## src/rtl/raw_mem_wr_ctrl_if.sv

```systemverilog
// raw_mem_wr_ctrl_if: trigger, block-FIFO handshake and ring-memory write bus of the raw-hit write controller
interface raw_mem_wr_ctrl_if #(parameter int AW = 8, parameter int DW = 384);
  logic [DW-1:0] din;
  logic          trig;
  logic [AW-1:0] wblock;
  logic          full;
  logic [AW-1:0] adw;
  logic [DW-1:0] dw;
  logic          we;
  logic [AW-1:0] adb;
  logic [AW-1:0] blk_start;
  logic          blk_valid;
  logic          blk_ack;
  logic          rd_done;
  logic          busy;
  logic [7:0]    trig_lost;
  modport slave (
    input  din, trig, wblock, full, blk_ack, rd_done,
    output adw, dw, we, adb, blk_start, blk_valid, busy, trig_lost
  );
  modport master (
    output din, trig, wblock, full, blk_ack, rd_done,
    input  adw, dw, we, adb, blk_start, blk_valid, busy, trig_lost
  );
endinterface

```

## src/rtl/raw_mem_wr_ctrl.sv

```systemverilog
// raw_mem_wr_ctrl: captures wblock-word trigger blocks into the raw-hit ring buffer,
// queues block start addresses for readout and tracks the oldest unretired block.
module raw_mem_wr_ctrl #(
  parameter int AW = 8,
  parameter int DW = 384,
  parameter int QD = 4
) (
  input logic clk,
  input logic rst,
  raw_mem_wr_ctrl_if.slave bus
);
  localparam int QW = $clog2(QD);
  localparam logic [QW:0] QF = (QW+1)'(QD);
  typedef enum logic {IDLE, WRITE} state_t;
  state_t r_state, w_next;
  logic [AW-1:0] r_adw, r_adb, r_cnt, r_start;
  logic [DW-1:0] r_dw;
  logic r_we;
  logic [3:0] r_ocnt;
  logic [7:0] r_lost;
  logic [AW-1:0] r_q [QD];
  logic [QW-1:0] r_wp, r_rp;
  logic [QW:0] r_fcnt;
  logic w_acc, w_last, w_pop, w_ret, w_lost;
  always_comb begin
    w_acc  = r_state == IDLE && bus.trig && !bus.full && r_fcnt != QF && r_ocnt != 4'd15 && bus.wblock != '0;
    w_last = r_state == WRITE && r_cnt == AW'(1);
    w_pop  = bus.blk_ack && r_fcnt != '0;
    w_ret  = bus.rd_done && r_ocnt != '0;
    w_lost = bus.trig && !w_acc && bus.wblock != '0;
    w_next = w_acc ? WRITE : w_last ? IDLE : r_state;
  end
  always_ff @(posedge clk or posedge rst)
    if (rst) r_state <= IDLE;
    else r_state <= w_next;
  always_ff @(posedge clk or posedge rst)
    if (rst) begin
      r_adw <= '0;
      r_adb <= '0;
      r_cnt <= '0;
      r_start <= '0;
      r_dw <= '0;
      r_we <= 1'b0;
      r_ocnt <= '0;
      r_lost <= '0;
      r_wp <= '0;
      r_rp <= '0;
      r_fcnt <= '0;
      for (int i = 0; i < QD; i++) r_q[i] <= '0;
    end else begin
      r_dw <= (w_acc || r_state == WRITE) ? bus.din : r_dw;
      if (w_acc) begin
        r_we <= 1'b1;
        r_cnt <= bus.wblock;
        r_start <= r_adw;
      end
      if (r_state == WRITE) begin
        r_adw <= r_adw + AW'(1);
        r_cnt <= r_cnt - AW'(1);
      end
      // the final word's edge closes the block and publishes its start address
      if (w_last) begin
        r_we <= 1'b0;
        r_q[r_wp] <= r_start;
        r_wp <= r_wp + QW'(1);
      end
      if (w_pop) r_rp <= r_rp + QW'(1);
      r_fcnt <= r_fcnt + (QW+1)'(w_last) - (QW+1)'(w_pop);
      r_ocnt <= r_ocnt + 4'(w_last) - 4'(w_ret);
      if (w_ret) r_adb <= r_adb + bus.wblock;
      if (w_lost && r_lost != 8'hff) r_lost <= r_lost + 8'd1;
    end
  assign bus.adw = r_adw;
  assign bus.dw = r_dw;
  assign bus.we = r_we;
  assign bus.adb = r_adb;
  assign bus.blk_start = r_q[r_rp];
  assign bus.blk_valid = r_fcnt != '0;
  assign bus.busy = r_state == WRITE;
  assign bus.trig_lost = r_lost;
endmodule

```

## src/flat_wrapper.sv

```systemverilog
// flat-port wrapper written by rule: the top's interface ports become plain ports
module raw_mem_wr_ctrl_flat 
#(
  parameter int AW = 8,
  parameter int DW = 384,
  parameter int QD = 4
)
  (clk, rst, bus_din, bus_trig, bus_wblock, bus_full, bus_blk_ack, bus_rd_done, bus_adw, bus_dw, bus_we, bus_adb, bus_blk_start, bus_blk_valid, bus_busy, bus_trig_lost);
  raw_mem_wr_ctrl_if #(.AW(AW), .DW(DW)) bus_i ();
  input logic clk;
  input logic rst;
  input wire logic [$bits(bus_i.din)-1:0] bus_din;
  input wire logic [$bits(bus_i.trig)-1:0] bus_trig;
  input wire logic [$bits(bus_i.wblock)-1:0] bus_wblock;
  input wire logic [$bits(bus_i.full)-1:0] bus_full;
  input wire logic [$bits(bus_i.blk_ack)-1:0] bus_blk_ack;
  input wire logic [$bits(bus_i.rd_done)-1:0] bus_rd_done;
  output wire logic [$bits(bus_i.adw)-1:0] bus_adw;
  output wire logic [$bits(bus_i.dw)-1:0] bus_dw;
  output wire logic [$bits(bus_i.we)-1:0] bus_we;
  output wire logic [$bits(bus_i.adb)-1:0] bus_adb;
  output wire logic [$bits(bus_i.blk_start)-1:0] bus_blk_start;
  output wire logic [$bits(bus_i.blk_valid)-1:0] bus_blk_valid;
  output wire logic [$bits(bus_i.busy)-1:0] bus_busy;
  output wire logic [$bits(bus_i.trig_lost)-1:0] bus_trig_lost;
  assign bus_i.din = bus_din;
  assign bus_i.trig = bus_trig;
  assign bus_i.wblock = bus_wblock;
  assign bus_i.full = bus_full;
  assign bus_i.blk_ack = bus_blk_ack;
  assign bus_i.rd_done = bus_rd_done;
  assign bus_adw = bus_i.adw;
  assign bus_dw = bus_i.dw;
  assign bus_we = bus_i.we;
  assign bus_adb = bus_i.adb;
  assign bus_blk_start = bus_i.blk_start;
  assign bus_blk_valid = bus_i.blk_valid;
  assign bus_busy = bus_i.busy;
  assign bus_trig_lost = bus_i.trig_lost;
  raw_mem_wr_ctrl #(.AW(AW), .DW(DW), .QD(QD)) u_core (.clk(clk), .rst(rst), .bus(bus_i));
endmodule
```

## config.mk

```make
export PLATFORM = sky130hd
export DESIGN_NAME = raw_mem_wr_ctrl_flat
export DESIGN_NICKNAME = d
export VERILOG_FILES = /design/src/rtl/raw_mem_wr_ctrl_if.sv /design/src/rtl/raw_mem_wr_ctrl.sv /design/src/flat_wrapper.sv
export SDC_FILE = /design/constraint.sdc
export NUM_CORES = 1
export LEC_CHECK = 0
export BUFFER_PORTS_ARGS = -buffer_cell sky130_fd_sc_hd__buf_2
export CAP_MARGIN = 15
export CORE_AREA = 2 2 319 321
export CTS_BUF_LIST = sky130_fd_sc_hd__clkbuf_8
export DETAILED_ROUTE_END_ITERATION = 8
export DIE_AREA = 0 0 321 323
export PLACE_DENSITY = 0.49
export SYNTH_ARGS = -nofsm -noshare
export SYNTH_HDL_FRONTEND = slang
export SYNTH_SLANG_ARGS = --single-unit
```

## constraint.sdc

```tcl
create_clock -name clk -period 18.7 [get_ports clk]
set_input_delay 3.74 -clock clk [delete_from_list [all_inputs] [get_ports clk]]
set_output_delay 3.74 -clock clk [all_outputs]
set_load 0.05 [all_outputs]
```

==> results of run 1 <==
-- area by class of cell --
class,instances,area [um^2],share of cell area
Inverter,21,86.3,0.00334
Clock inverter,46,304,0.0118
Tap cell,1309,1640,0.0634
Antenna cell,10,25.0,0.000969
Sequential cell,469,11700,0.454
Clock buffer,111,1530,0.0591
Timing Repair Buffer,831,4220,0.163
Multi-Input combinational cell,1394,6290,0.244
-- Yosys cell counts (3+ instances only) --
library cell	number	share of area
a21oi_1	10	0.0027
nor2_1	14	0.0028
buf_1	4	0.00081
buf_6	4	0.0024
nand2_1	1203	0.24
or4_1	4	0.0016
mux4_2	8	0.0097
nand4_1	8	0.0027
o31ai_1	4	0.0016
inv_1	21	0.0042
xor2_1	7	0.0033
nand3_1	5	0.0013
ha_1	23	0.015
nor3_1	4	0.0011
clkbuf_1	8	0.0016
and3_1	4	0.0013
o21ai_0	8	0.0022
buf_4	6	0.0024
fa_1	3	0.0032
a211oi_1	3	0.0012
buf_2	71	0.019
dfrtp_1	469	0.63
mux2_2	34	0.021
xnor2_1	17	0.0080
a21o_1	5	0.0020
-- registers in the layout, indices dropped and copies added (netlist names) --
signal,count
u_core.r_start,8
u_core.r_wp,2
u_core.bus.we,1
u_core.bus.adw,8
u_core.bus.busy,1
u_core.bus.adb,8
u_core.r_rp,2
u_core.bus.trig_lost,8
u_core.r_q,32
u_core.r_ocnt,4
u_core.bus.dw,384
u_core.r_cnt,8
u_core.r_fcnt,3
-- per-layer routing --
| layer | vias to the layer above | part of all wire | GRT usage |
|---|---|---|---|
| met5 | - | 0.0016 | 0 |
| met1 | 7521 | 0.41 | 0.144 |
| met3 | 123 | 0.086 | 0.0429 |
| met2 | 585 | 0.48 | 0.195 |
| li1 | 7805 | - | - |
| met4 | 16 | 0.024 | 0.0411 |
-- worst paths after layout --
check                              startpoint                 end  slack, ns  cells past startpoint
setup / recovery                bus_wblock[7]  u_core.bus.dw[171]      11.86                      9
hold / removal             u_core.bus.dw[214]  u_core.bus.dw[214]       0.46                      2
setup reg to reg              u_core.bus.busy  u_core.bus.dw[201]      14.59                      7
hold reg to reg            u_core.bus.dw[214]  u_core.bus.dw[214]       0.46                      2
max in group asynchronous                 rst   u_core.bus.dw[15]      13.28                      4
min in group asynchronous                 rst  u_core.bus.dw[292]       3.17                      2
-- cell families after synthesis --
kind of cell	after synthesis	synth area share
compound gates	46	0.0179
xor+xnor	24	0.0113
fa+ha+maj	26	0.0187
buf+inv	114	0.0306
flops	469	0.632
mux	44	0.0314
simple gates	1254	0.258
-- power breakdown --
group,internal [uW],switching [uW]
combinational,407,1450
sequential,1290,189
clock,565,468
total,2260,2110
-- stage by stage --
| stage | setup slack [ns] | hold WS [ns] |
|---|---|---|
| floorplan | 1.88 | 0.474 |
| global placement | 11.13 | 0.443 |
| detailed placement | 11.15 | 0.450 |
| CTS | 11.93 | 0.463 |
| global route | 11.64 | 0.475 |
| finish | 11.86 | 0.458 |
-- cell usage in the layout (no fill, tap or decap), types with 9 or more instances in the layout --
cell type	count
nand2_1	1203
buf_2	816
dfrtp_1	469
clkbuf_8	111
inv_1	47
mux2_2	34
ha_1	23
xnor2_1	17
nor2_1	14
buf_4	13
diode_2	10
a21oi_1	10
clkinv_2	9
-- worst max-delay path: stages --
cell and delay (ns):
buf_2 0.14, or4_1 0.54, o21a_1 0.28, a21oi_4 0.18, buf_4 0.69, buf_4 0.67, buf_4 0.81, nand2_1 0.13
nand2_1 0.08
==> flow_summary_export.csv, run 1 <==
group,metric,value,unit
global_route,grt_pass1_wl,95400,um
sta,slew_headroom,0.313,
hold_path,hold_path_class,"flip-flop to flip-flop",
routing,drtIter0Drc,885,
clocking,cts.repair.resized,0,
synth,post_synth.cell_area_avg,9.40,um^2
sta,period_minus_slack,6.84,ns
sta,fmax,146,MHz
layout,layout.cells.non_filler,4191,
placed_design,place.gp.congestion,0.797,
placed_design,dp_hpwl,47500,um
placed_design,dpl_cell_area,0.0240,mm^2
clocking,cts_buffer_depth,3,
synth,synth_edf_count,0,
synth,synth_cell_types,47,
synth,synth_seq_cells,469,
pwr,power,4370,uW
pwr,power.density,169,mW/mm^2
clocking,cts_tree,"yes",
sta,fin_skew,0.0388,ns
clocking,clkSlewWorstSetupHoldPaths,0.06,ns
sta,fin_setup_tns,0,ns
sta,rsz0062_at_grt,"no",
synth,syn_area,0.0186,mm^2
synth,ys_warn_count,0,
clocking,hold_buffers,0,
outcome,outcome,"complete, no violations",
worst_setup_path,critPathArrivalTime,7.46,ns
pwr,ir_drop,0.0854,mV
placed_design,placed_cells,4024,
clocking,numCtsBuffers,85,
floorplan,die_w,321,um
pwr,p_leak,0.0142,uW
clocking,cts.sinks,469,
layout,drive_above_1_share,0.353,
floorplan,floorplan.initialDensity,0.184,
clocking,ctsHtreeMaxLevel,3,
worst_setup_path,end_kind,"flip-flop",
floorplan,placementRows,117,
routing,ant_nets,0,
floorplan,dieArea,0.104,mm^2
global_route,gr-total-overflow,0,
worst_setup_path,critPathLaunchType,"primary input",
clocking,clk_latency,0.73,ns
sta,hold_viol_final,0,
routing,vias,16100,
worst_setup_path,worstPathMaxFanout,84,
routing,via_per_inst,3.83,
synth,async_flop_share,1.00,
layout,final_area,0.0258,mm^2
routing,routed_wirelength,65300,um
clocking,postCtsSetupRepairBufs,0,
routing,drt-wirelength-per-cell,15.6,um
worst_setup_path,worstSetupPathType,"primary input to flip-flop",
sta,finalSetupViolCount,0,
floorplan,die_y,323,um
sta,drv_slew,0,
layout,fin_util,0.256,
placed_design,port_buffers,816,
layout,nets,3226,
sta,tightest_slew,1.03,ns
layout,area_delta_synth_final,39.0,%
clocking,cts-root-buf,"clkbuf_8",
floorplan,core_region_area,0.101,mm^2
global_route,grt_max_degree,177,
job,maxCapViolCount,0,
global_route,grt_pass1_vias,15800,
sta,fin_crit_sh,0.366,
worst_setup_path,crit_required,19.31,ns
floorplan,ios,817,
synth,synth_flop_cell,"dfrtp_1",
global_route,antenna_found_initial,18,
global_route,grt_usage,0.119,
synth,synth-seq-area-share,0.632,
routing,drc,0,
synth,synth_nets,2401,
routing,dr.pass1.iters,5,
layout,nFillCells,11200,
synth,synthCells,1977,
(Power assumes the default switching activity.)
==> run 2, diff against run 1 <==
==> constraint.sdc (replaced) <==
create_clock -name clk -period 6.4 [get_ports clk]
set_input_delay 1.28 -clock clk [delete_from_list [all_inputs] [get_ports clk]]
set_output_delay 1.28 -clock clk [all_outputs]
set_load 0.05 [all_outputs]
==> run 2 against run 1 <==
Flip-flop and latch count did not move. Power rose to 2.9 times the previous value. Clock-buffer cell count rose by 1. Global-route usage rose by 0.34 points. Critical path type is now flip-flop to output pin. Highest routed layer unchanged.
==> flow_summary_export.csv, run 2 (synthesis results as in run 1) <==
group,metric,value,unit
outcome,outcome,"complete, no violations",
clocking,postCtsSetupRepairBufs,0,
floorplan,dieArea,0.104,mm^2
clocking,cts_buffer_depth,3,
layout,nFillCells,11100,
sta,period_minus_slack,3.56,ns
floorplan,ios,817,
sta,fmax,281,MHz
sta,hold_slack,0.455,ns
floorplan,floorplan.initialDensity,0.184,
placed_design,dp_hpwl,48400,um
pwr,power.density,494,mW/mm^2
sta,fin_setup_tns,0,ns
layout,area_delta_synth_final,39.2,%
global_route,grt_max_degree,172,
sta,rsz0062_at_grt,"no",
worst_setup_path,cp-startpoint,"u_core.r_rp[0]",
job,maxCapViolCount,0,
hold_path,hold_path_class,"flip-flop to flip-flop",
clocking,cts-root-buf,"clkbuf_8",
routing,dr.pass1.iters,5,
worst_setup_path,worstSetupPathType,"flip-flop to output pin",
routing,drc,0,
layout,largest_register_ffs,384,
global_route,grt_pass1_wl,97400,um
clocking,numCtsBuffers,91,
layout,nets,3232,
sta,slew_headroom,0.176,
global_route,antenna_found_initial,16,
floorplan,die_y,323,um
sta,drv_slew,0,
clocking,clkSlewWorstSetupHoldPaths,0.06,ns
clocking,clk_latency,0.70,ns
routing,routed_wirelength,66600,um
routing,vias,16100,
sta,finalSetupViolCount,0,
worst_setup_path,path_cells,"mux4_2 -> buf_2",
floorplan,core_region_area,0.101,mm^2
clocking,cts.repair.resized,0,
placed_design,dp_slack,2.70,ns
pwr,power,12800,uW
sta,tightest_slew,1.24,ns
layout,layout_common_cells,"1203 x nand2_1, 816 x buf_2, 469 x dfrtp_1",
layout,drive_above_1_share,0.354,
pwr,p_leak,0.0142,uW
clocking,cts.sinks,469,
sta,fin_crit_sh,0.556,
clocking,ctsHtreeMaxLevel,3,
global_route,grt_pass1_vias,15800,
sta,fin_skew,0.0449,ns
layout,layout_commonest_cell,"nand2_1",
worst_setup_path,crit_required,5.12,ns
worst_setup_path,worstRegToRegCells,6,
pwr,ir_drop,0.224,mV
global_route,grt_usage,0.123,
hold_path,hold_depth,2,
clocking,cts_tree,"yes",
sta,fin_ws,2.84,ns
placed_design,port_buffers,816,
clocking,hold_buffers,0,
routing,drt-wirelength-per-cell,15.9,um
floorplan,die_w,321,um
placed_design,place.gp.congestion,0.822,
worst_setup_path,r2r-start,"u_core.bus.busy",
global_route,gr-total-overflow,0,
worst_setup_path,crit_path_top_delay_cell,"dfrtp_1",
floorplan,placementRows,117,
routing,ant_nets,0,
worst_setup_path,worstPathMaxFanout,10,
routing,drtIter0Drc,830,
sta,hold_viol_final,0,
worst_setup_path,slowest_delay,0.73,ns
worst_setup_path,end_kind,"output pin",
worst_setup_path,critPathLaunchType,"flip-flop",
hold_path,hp-start,"u_core.bus.dw[224]",
routing,via_per_inst,3.84,
worst_setup_path,critPathArrivalTime,2.28,ns
[run 2: final timing paths]
kind / endpoint / slack (ns)
worst min register to register: u_core.bus.dw[224] / 0.45
max in group asynchronous: u_core.bus.dw[110] / 4.41
worst max-delay path: bus_blk_start[1] / 2.84
min in group asynchronous: u_core.bus.dw[147] / 0.64
worst min-delay path: u_core.bus.dw[224] / 0.45
worst max register to register: u_core.bus.dw[348] / 3.38
[run 2: power breakdown]
group / internal, uW / switching, uW
clock: 1620 / 1370
combinational: 1210 / 4250
sequential: 3770 / 556
[run 2: area by class of cell]
class | count | area, um^2 | share of cell area
Multi-Input combinational cell | 1394 | 6290 | 0.243
Inverter | 21 | 82.6 | 0.00319
Clock buffer | 112 | 1540 | 0.0596
Clock inverter | 44 | 269 | 0.0104
Antenna cell | 4 | 10.0 | 0.000387
Sequential cell | 469 | 11700 | 0.454
Tap cell | 1309 | 1640 | 0.0633
Timing Repair Buffer | 831 | 4280 | 0.166
[run 2: critical path: cells and delay by family (launching register included)]
kind                   cells  cell delay (ns)
flip-flops                 1             0.73
multiplexers               1             0.62
buffers and inverters      1             0.24
[run 2: per-stage QoR]
| stage | area (um^2) | util | instances |
|---|---|---|---|
| 2_1_floorplan | 18600 | - | 1977 |
| 3_3_place_gp | 24000 | 0.239 | 4024 |
| 3_5_place_dp | 24000 | 0.239 | 4024 |
| 4_1_cts | 25800 | 0.257 | 4180 |
| 5_1_grt | 25800 | 0.257 | 4182 |
| 6_report | 25900 | 0.257 | 4184 |
[run 2: routing by layer]
metal  vias to the layer above  track usage  wire [um]  part of all wire
met5                         -            0        136            0.0020
met1                      7530        0.150      27700              0.42
met3                       123       0.0483       6110             0.092
li1                       7800            -          -                 -
met4                        22       0.0435       1730             0.026
met2                       607        0.194      31000              0.46
